**src/rtl/hazard_unit.sv**
```systemverilog
// hazard_unit
// Hazard detection and stall control for the 5-stage pipeline. It covers the
// cases the bypass network cannot: load-use, decode-stage branch/jr operand
// hazards, and occupancy of HI/LO by the iterative mult/div unit. Any hazard
// freezes F/D (StallF, StallD) and bubbles E (FlushE).
//
// Ports:
//   clk, reset                 clock, synchronous active-high reset
//   RegisterRsD/RtD            sources of the instruction in D
//   WriteRegE/M, RegWriteE     destinations in E/M, E writes the register file
//   MemtoRegE/M                E/M instruction is a load
//   BranchD, JrD               D holds a branch (Rs, Rt) / jr (Rs only)
//   HiLoReadD, MulDivD         D holds mfhi/mflo / mult/div
//   MulDivStartE, MulDivOpE    mult/div issue in E, 0 = mult, 1 = div
//   StallF, StallD, FlushE     combinational stall/flush controls
//   MulDivBusy, MulDivDone     unit occupied / HI/LO written this cycle
//   StallCycles                count of stalled cycles (perf build only)
//
// Optional feature: define HAZARD_PERF_EN to build the StallCycles counter;
// without it StallCycles is tied to zero.
module hazard_unit #(
  parameter int MULT_CYCLES = 4,
  parameter int DIV_CYCLES  = 32
) (
  input  logic        clk,
  input  logic        reset,
  input  logic [4:0]  RegisterRsD,
  input  logic [4:0]  RegisterRtD,
  input  logic [4:0]  WriteRegE,
  input  logic [4:0]  WriteRegM,
  input  logic        RegWriteE,
  input  logic        MemtoRegE,
  input  logic        MemtoRegM,
  input  logic        BranchD,
  input  logic        JrD,
  input  logic        HiLoReadD,
  input  logic        MulDivD,
  input  logic        MulDivStartE,
  input  logic        MulDivOpE,
  output logic        StallF,
  output logic        StallD,
  output logic        FlushE,
  output logic        MulDivBusy,
  output logic        MulDivDone,
  output logic [31:0] StallCycles
);

  typedef enum logic [1:0] {
    IDLE = 2'd0,
    BUSY = 2'd1,
    DONE = 2'd2
  } state_e;

  localparam logic [5:0] MULT_LOAD = 6'(MULT_CYCLES - 1);
  localparam logic [5:0] DIV_LOAD  = 6'(DIV_CYCLES - 1);

  state_e     state_q, state_d;
  logic [5:0] cnt_q, cnt_d;
  logic       stall_s;

  // A jr reads only Rs, so Rt must not create a false dependency for it.
  function automatic logic src_match(input logic [4:0] r, input logic [4:0] rs,
                                     input logic [4:0] rt, input logic rs_only);
    logic hit;
    if (r == 5'd0) begin
      hit = 1'b0;
    end else if (rs_only) begin
      hit = (r == rs);
    end else begin
      hit = (r == rs) || (r == rt);
    end
    return hit;
  endfunction

  // Mult/div state and counter registers.
  always_ff @(posedge clk) begin
    if (reset) begin
      state_q <= IDLE;
      cnt_q   <= 6'd0;
    end else begin
      state_q <= state_d;
      cnt_q   <= cnt_d;
    end
  end

  // Next-state logic; a start outside IDLE is ignored.
  always_comb begin
    state_d = state_q;
    cnt_d   = cnt_q;
    case (state_q)
      IDLE: begin
        if (MulDivStartE) begin
          state_d = BUSY;
          cnt_d   = MulDivOpE ? DIV_LOAD : MULT_LOAD;
        end else begin
          state_d = IDLE;
        end
      end
      BUSY: begin
        if (cnt_q != 6'd0) begin
          cnt_d = cnt_q - 6'd1;
        end else begin
          state_d = DONE;
        end
      end
      DONE: begin
        state_d = IDLE;
      end
      default: begin
        state_d = IDLE;
        cnt_d   = 6'd0;
      end
    endcase
  end

  // Hazard detection and output decode; everything is forced low during reset.
  always_comb begin
    logic rs_only, lw, br, md;
    rs_only = JrD && !BranchD;
    lw = MemtoRegE && RegWriteE &&
         src_match(WriteRegE, RegisterRsD, RegisterRtD, rs_only);
    br = (BranchD || JrD) &&
         ((RegWriteE && src_match(WriteRegE, RegisterRsD, RegisterRtD, rs_only)) ||
          (MemtoRegM && src_match(WriteRegM, RegisterRsD, RegisterRtD, rs_only)));
    md = (HiLoReadD || MulDivD) && ((state_q != IDLE) || MulDivStartE);
    if (reset) begin
      stall_s    = 1'b0;
      MulDivBusy = 1'b0;
      MulDivDone = 1'b0;
    end else begin
      stall_s    = lw || br || md;
      MulDivBusy = (state_q != IDLE);
      MulDivDone = (state_q == DONE);
    end
    StallF = stall_s;
    StallD = stall_s;
    FlushE = stall_s;
  end

`ifdef HAZARD_PERF_EN
  logic [31:0] perf_q, perf_d;

  // Stall-cycle counter increment, wraps naturally at 2^32.
  always_comb begin
    if (stall_s) begin
      perf_d = perf_q + 32'd1;
    end else begin
      perf_d = perf_q;
    end
  end

  // Stall-cycle counter register.
  always_ff @(posedge clk) begin
    if (reset) begin
      perf_q <= 32'd0;
    end else begin
      perf_q <= perf_d;
    end
  end

  assign StallCycles = perf_q;
`else
  assign StallCycles = 32'd0;
`endif

endmodule
```
**config.mk**
```make
export PLATFORM = sky130hd
export DESIGN_NAME = hazard_unit
export DESIGN_NICKNAME = d
export VERILOG_FILES = /design/src/rtl/hazard_unit.sv
export SDC_FILE = /design/constraint.sdc
export NUM_CORES = 1
export LEC_CHECK = 0
export ABC_AREA = 1
export CAP_MARGIN = 5
export CORE_MARGIN = 3
export CORE_UTILIZATION = 39
export CTS_CLUSTER_DIAMETER = 200
export DETAILED_ROUTE_END_ITERATION = 12
export PLACE_DENSITY = 0.83
export SLEW_MARGIN = 20
export SYNTH_ARGS = -nofsm -noshare
export SYNTH_HDL_FRONTEND = slang
export SYNTH_SLANG_ARGS = --single-unit
```
**constraint.sdc**
```tcl
create_clock -name clk -period 2 [get_ports clk]
set_input_delay 0.6 -clock clk [delete_from_list [all_inputs] [get_ports clk]]
set_output_delay 0.6 -clock clk [all_outputs]
set_load 0.02 [all_outputs]
```
---- Word-level counts from Yosys, hierarchy flattened ----
Index checks and enable logic that the tools add are counted.
storage, ports and cells
  register bits after elaboration ......... 8
operators by class
  add/subtract/negate cells ............... 1
  bitwise gates (word level) .............. 1
  equality and inequality tests ........... 9
  multiplexer cells ....................... 14
  reduce and logical (&&, ||, !) cells .... 22
operators by type and width
  operator                                              count
  equality test 5 bit                                   4
  one-hot mux 6 bit (3 select lines)                    1
  2-to-1 mux 6 bit                                      2
  logical NOT 5 bit                                     2
  logical OR 1 bit                                      8
  2-to-1 mux 1 bit                                      8
  logical AND 1 bit                                     7
  != test 2 bit (second input constant)                 3
  nonzero test 6 bit                                    1
  subtractor 6 x 1 -> 6 bit (second input constant)     1
  2-to-1 mux 5 bit                                      1
  one-hot mux 2 bit (2 select lines)                    1
  AND reduction 3 bit                                   1
  equality test 2 x 1 -> 1 bit (second input constant)  1
  equality test 2 bit (second input constant)           1
  logical NOT 2 bit                                     1
  2-to-1 mux 2 bit                                      1
  nonzero test 2 bit                                    1
  logical NOT 1 bit                                     1
  inverter 1 bit                                        1

---- Logic depth before layout (Yosys ltp) ----
  depth in word-level cells ............... 10
  depth in mapped cells ................... 11
  depth with buffers taken out ............ 10

---- Worst setup path after synthesis ----
No wires, ideal clock.
  kind .................................... input-to-output
  from .................................... input RegisterRtD[4]
  to ...................................... output StallD
  setup slack ............................. -0.329 ns
  buffers on the path ..................... 1
  arrival ................................. 1.729 ns
  stages .................................. 11
  cells stage by stage .................... inv_1 nand2_1 nand2_1 nor2_1 nand3_1 nand2_1 nand2_1 nand2_1 nand2_1 a21oi_1 buf_4
between the ends
  word-level cells in the longest chain between the ends .. 10
  elaborated cells between the ends (all ways) .. 16
  those cells by class .................... eq/ne (2); mux (5); reduce/logical (9)
ends and longest elaborated chain
  what                                  RTL line  RTL
  from (decl)                           28        input logic [4:0] RegisterRtD,
  equality test 5 bit                   70        hit = (r == rs) || (r == rt);
  logical OR 1 bit                      70
  2-to-1 mux 1 bit                      67        end else if (rs_only) begin
  2-to-1 mux 1 bit                      65        if (r == 5'd0) begin
  logical AND 1 bit (on tied branches)  123, 124
  logical OR 1 bit                      123       ((RegWriteE && src_match(WriteRegE, RegisterRsD, RegisterRtD, rs_only)) ||
  logical AND 1 bit                     122       br = (BranchD || JrD) &&
  logical OR 1 bit * (2 in series)      131       stall_s = lw || br || md;
  2-to-1 mux 1 bit *                    126       if (reset) begin
  to (decl)                             41        output logic StallD,
Every way passes the cells marked *; elsewhere a longest branch is shown, timed or not.

---- Final worst setup path ----
  from .................................... input WriteRegE[2]
  to ...................................... output FlushE
between the ends
  word-level cells in the longest chain between the ends .. 10
  elaborated cells between the ends (all ways) .. 13
  those cells by class .................... eq/ne (2); mux (3); reduce/logical (8)
ends and longest elaborated chain
  what                                    RTL line  RTL
  from (decl)                             29        input logic [4:0] WriteRegE,
  equality test 5 bit (on tied branches)  68, 70
  logical OR 1 bit                        70
  2-to-1 mux 1 bit                        67
  2-to-1 mux 1 bit *                      65
  logical AND 1 bit                       123
  logical OR 1 bit                        123
  logical AND 1 bit                       122
  logical OR 1 bit * (2 in series)        131
  2-to-1 mux 1 bit *                      126
  to (decl)                               42        output logic FlushE,
Marked as above.

==> key figures <==
Run status
  • Outcome: complete, but fails checks
  • Failing checks: negative setup slack

Synth
  • Synth Area in Compound Gates: 8.04%
  • Simple logic cell fraction of the synthesized area: 41.0%
  • Post-synth top cells: nand2_1, buf_4, inv_1
  • EDFF count, synth: 0
  • Async S/R FF share, synth: 0%
  • Dominant cells by area after synthesis: buf_4, nand2_1, dfxtp_1, inv_1, nor2_1
  • Top-count cell post-synth: nand2_1
  • Post-Synthesis Cells: 214
  • Yosys warning count: 0
  • Post-Synth Adder-Cell Area: 1.04%
  • Mux contribution to synthesized area: 0%
  • Main combinational cell family by area after synthesis: simple AND/OR/NAND/NOR gates
  • Seq cells post-synth: 8
  • Largest area contributor in the netlist: buf_4
  • Synth unique cells: 25
  • Yosys top cell area share: 21.3%
  • Mapped Area: 1200 um^2
  • Synth Area in XOR/XNOR: 2.92%
  • Register area share after synthesis: 13.4%
  • Average size of a mapped cell: 5.60 um^2
  • Main synth FF type: dfxtp_1

Timing
  • Hold Fails Final Rpt: 0
  • PnR worst setup slack: -0.203 ns
  • Highest clock rate: 0.454 GHz
  • Post-route clock period utilization: 110%
  • Final setup viols: 3
  • Hold_ws: 0.478 ns
  • Fin crit period: 2.20 ns
  • Clock skew: 0.00827 ns
  • Final Max Tran Viols: 0
  • Unrepaired setup endpoints after global routing: true

Die
  • Die ar.: 3770 um^2
  • Chip width: 61.4 um
  • I/O pin count: 68
  • Rows: 19
  • Starting Density: 42.0%
  • Area of the core: 2850 um^2
  • Die height: 61.4 um

Clock tree
  • Longest Clk Path Bufs: 2
  • Cts hold-fix bufs: 0
  • Inserted Clock Buffers: 3
  • Clk slew on worst S/H paths: 0.06 ns
  • Clk sinks: 8
  • H-tree Lvls: 1
  • Postcts setup bufs: 0
  • Root Buffer: clkbuf_4
  • CTS tree: yes
  • Worst-Skew Late Latency: 0.26 ns

Routing
  • Vias per inst: 4.31
  • DR WL/cell: 9.21 um
  • Drt drc: 0
  • Drt pass-1 iters: 4
  • Post-route ant nets: 0
  • DR vias: 1259
  • First-iteration detailed-routing DRC count: 30
  • Final WL: 2690 um

Cells and area
  • Share of cells above drive strength 1: 33.7%
  • Nets: 295
  • Antenna cells: 0
  • Area grow syn2layout: 37.6%
  • Non-filler cells, final: 292
  • Final instance area: 1650 um^2

Place
  • IO Port Bufs: 35
  • Placed inst area: 1590 um^2
  • Detailed-placement wirelength estimate: 2370 um
  • Routability-driven placement congestion ratio: 0.908
  • Placed Cells incl. Taps: 289

Setup path
  • Req. time, crit path: 1.40 ns
  • Setup crit end: FlushE
  • FF-to-FF setup slack: 0.52 ns
  • FF-to-FF End: cnt_q[3]
  • Crit path max fanout: 3
  • R2r worst-path depth: 9
  • RR Startpoint: cnt_q[0]
  • CP Launch Type: input pin
  • WP data arrival: 1.60 ns
  • CP Class: in -> out
  • Crit path launch: WriteRegE[2]
  • Worst Setup End Kind: output pin

Global route
  • Largest net degree at the start of global routing: 9
  • GRT Util Overall: 14.8%
  • Overflow after GRT: 0
  • First-pass GRT wire length: 4270 um
  • Antenna violations before repair: 0
  • Vias in the first global route: 1031

Pwr
  • Worst VDD drop: 0.211 mV
  • Lkg Pwr: 0.936 nW
  • Power Density: 471 nW/um^2

Flow run
  • Max_cap viols: 0

Min path
  • Hold Path Class: reg -> reg
[flip-flops by register name (all words and copies together), names as in the netlist]
name     cells
cnt_q        6
state_q      2
[power breakdown]
group / internal (mW) / switching [mW] / total, mW / leakage [nW]
registers: 0.182 / 0.0189 / 0.201 / 0.0661
logic: 0.187 / 0.261 / 0.449 / 0.856
clock network: 0.0689 / 0.0585 / 0.127 / 0.0138
total: 0.438 / 0.339 / 0.777 / 0.936
[logic make-up (layout without fill, tap and decap cells)]
kind of cell | Yosys count | in the layout
flops | 8 | 8
buf+inv | 72 | 88
simple gates | 112 | 112
compound gates | 16 | 16
xor+xnor | 4 | 4
other cells | 1 | 32
fa+ha+maj | 1 | 1
[worst max-delay path, cell delays in order]
cell,delay (ns)
buf_4,0.10
inv_1,0.05
nand2_1,0.05
nand2_1,0.04
nor2_1,0.11
nand3_1,0.08
nand2_1,0.07
nand2_1,0.06
nand2_2,0.07
nand2_2,0.06
a21oi_4,0.18
buf_6,0.14
[what timing repair did]
| action | 4_1_cts | 5_1_grt |
|---|---|---|
| endpoints found under the hold margin | 0 | 0 |
| resized for setup | 136 | 28 |
| pin swaps | 19 | 22 |
| setup endpoints to repair | 5 | 4 |
[layout by cell type (no fill, tap or decap), drive strengths merged]
cell	synthesis	routed
a21oi	7	7
a32oi	1	1
buf	34	38
clkbuf	1	4
clkdlybuf4s15	0	1
clkdlybuf4s50	0	4
clkinv	1	1
conb	1	32
dfxtp	8	8
dlygate4sd2	0	4
ha	1	1
inv	36	36
nand2	70	70
nand3	10	10
nand4	3	3
nor2	27	27
nor3	1	1
o21ai	6	6
o31ai	2	2
or2	1	1
xnor2	3	3
xor2	1	1
[cell type report]
| type | count | area [um^2] |
|---|---|---|
| Clock buffer | 3 | 22.5 |
| Timing Repair Buffer | 48 | 450 |
| Fill cell | 295 | 1200 |
| Inverter | 37 | 173 |
| Tap cell | 31 | 38.8 |
| Sequential cell | 8 | 160 |
| Multi-Input combinational cell | 165 | 805 |
[how the worst min path moves through the flow]
stage	from	to	cells after the start
after floorplan	cnt_q[0]	cnt_q[0]	2
after global routing	cnt_q[5]	cnt_q[5]	2
after global placement	cnt_q[0]	cnt_q[0]	2
final	cnt_q[0]	cnt_q[0]	2
after detailed placement	cnt_q[0]	cnt_q[0]	2
after CTS	cnt_q[0]	cnt_q[0]	2
[layer usage]
layer | vias to the layer above | global-route usage (%) | part of all wire [%]
li1 | 678 | - | -
met4 | 0 | 3.33 | 1.4
met5 | - | 0 | 0
met3 | 6 | 3.98 | 8.8
met2 | 54 | 24.9 | 46
met1 | 521 | 18.9 | 44
[stage by stage]
stage	util (%)	setup TNS, ns	power [mW]	setup slack (ns)
floorplan	-	-0.143	0.536	-0.0877
global placement	55.8	-4.64	0.632	-1.17
detailed placement	55.8	-4.72	0.641	-1.19
CTS	55.0	-0.826	0.762	-0.276
global route	57.8	-0.944	0.851	-0.316
finish	57.8	-0.610	0.777	-0.203
No activity file was read; power rests on OpenSTA's default activity.
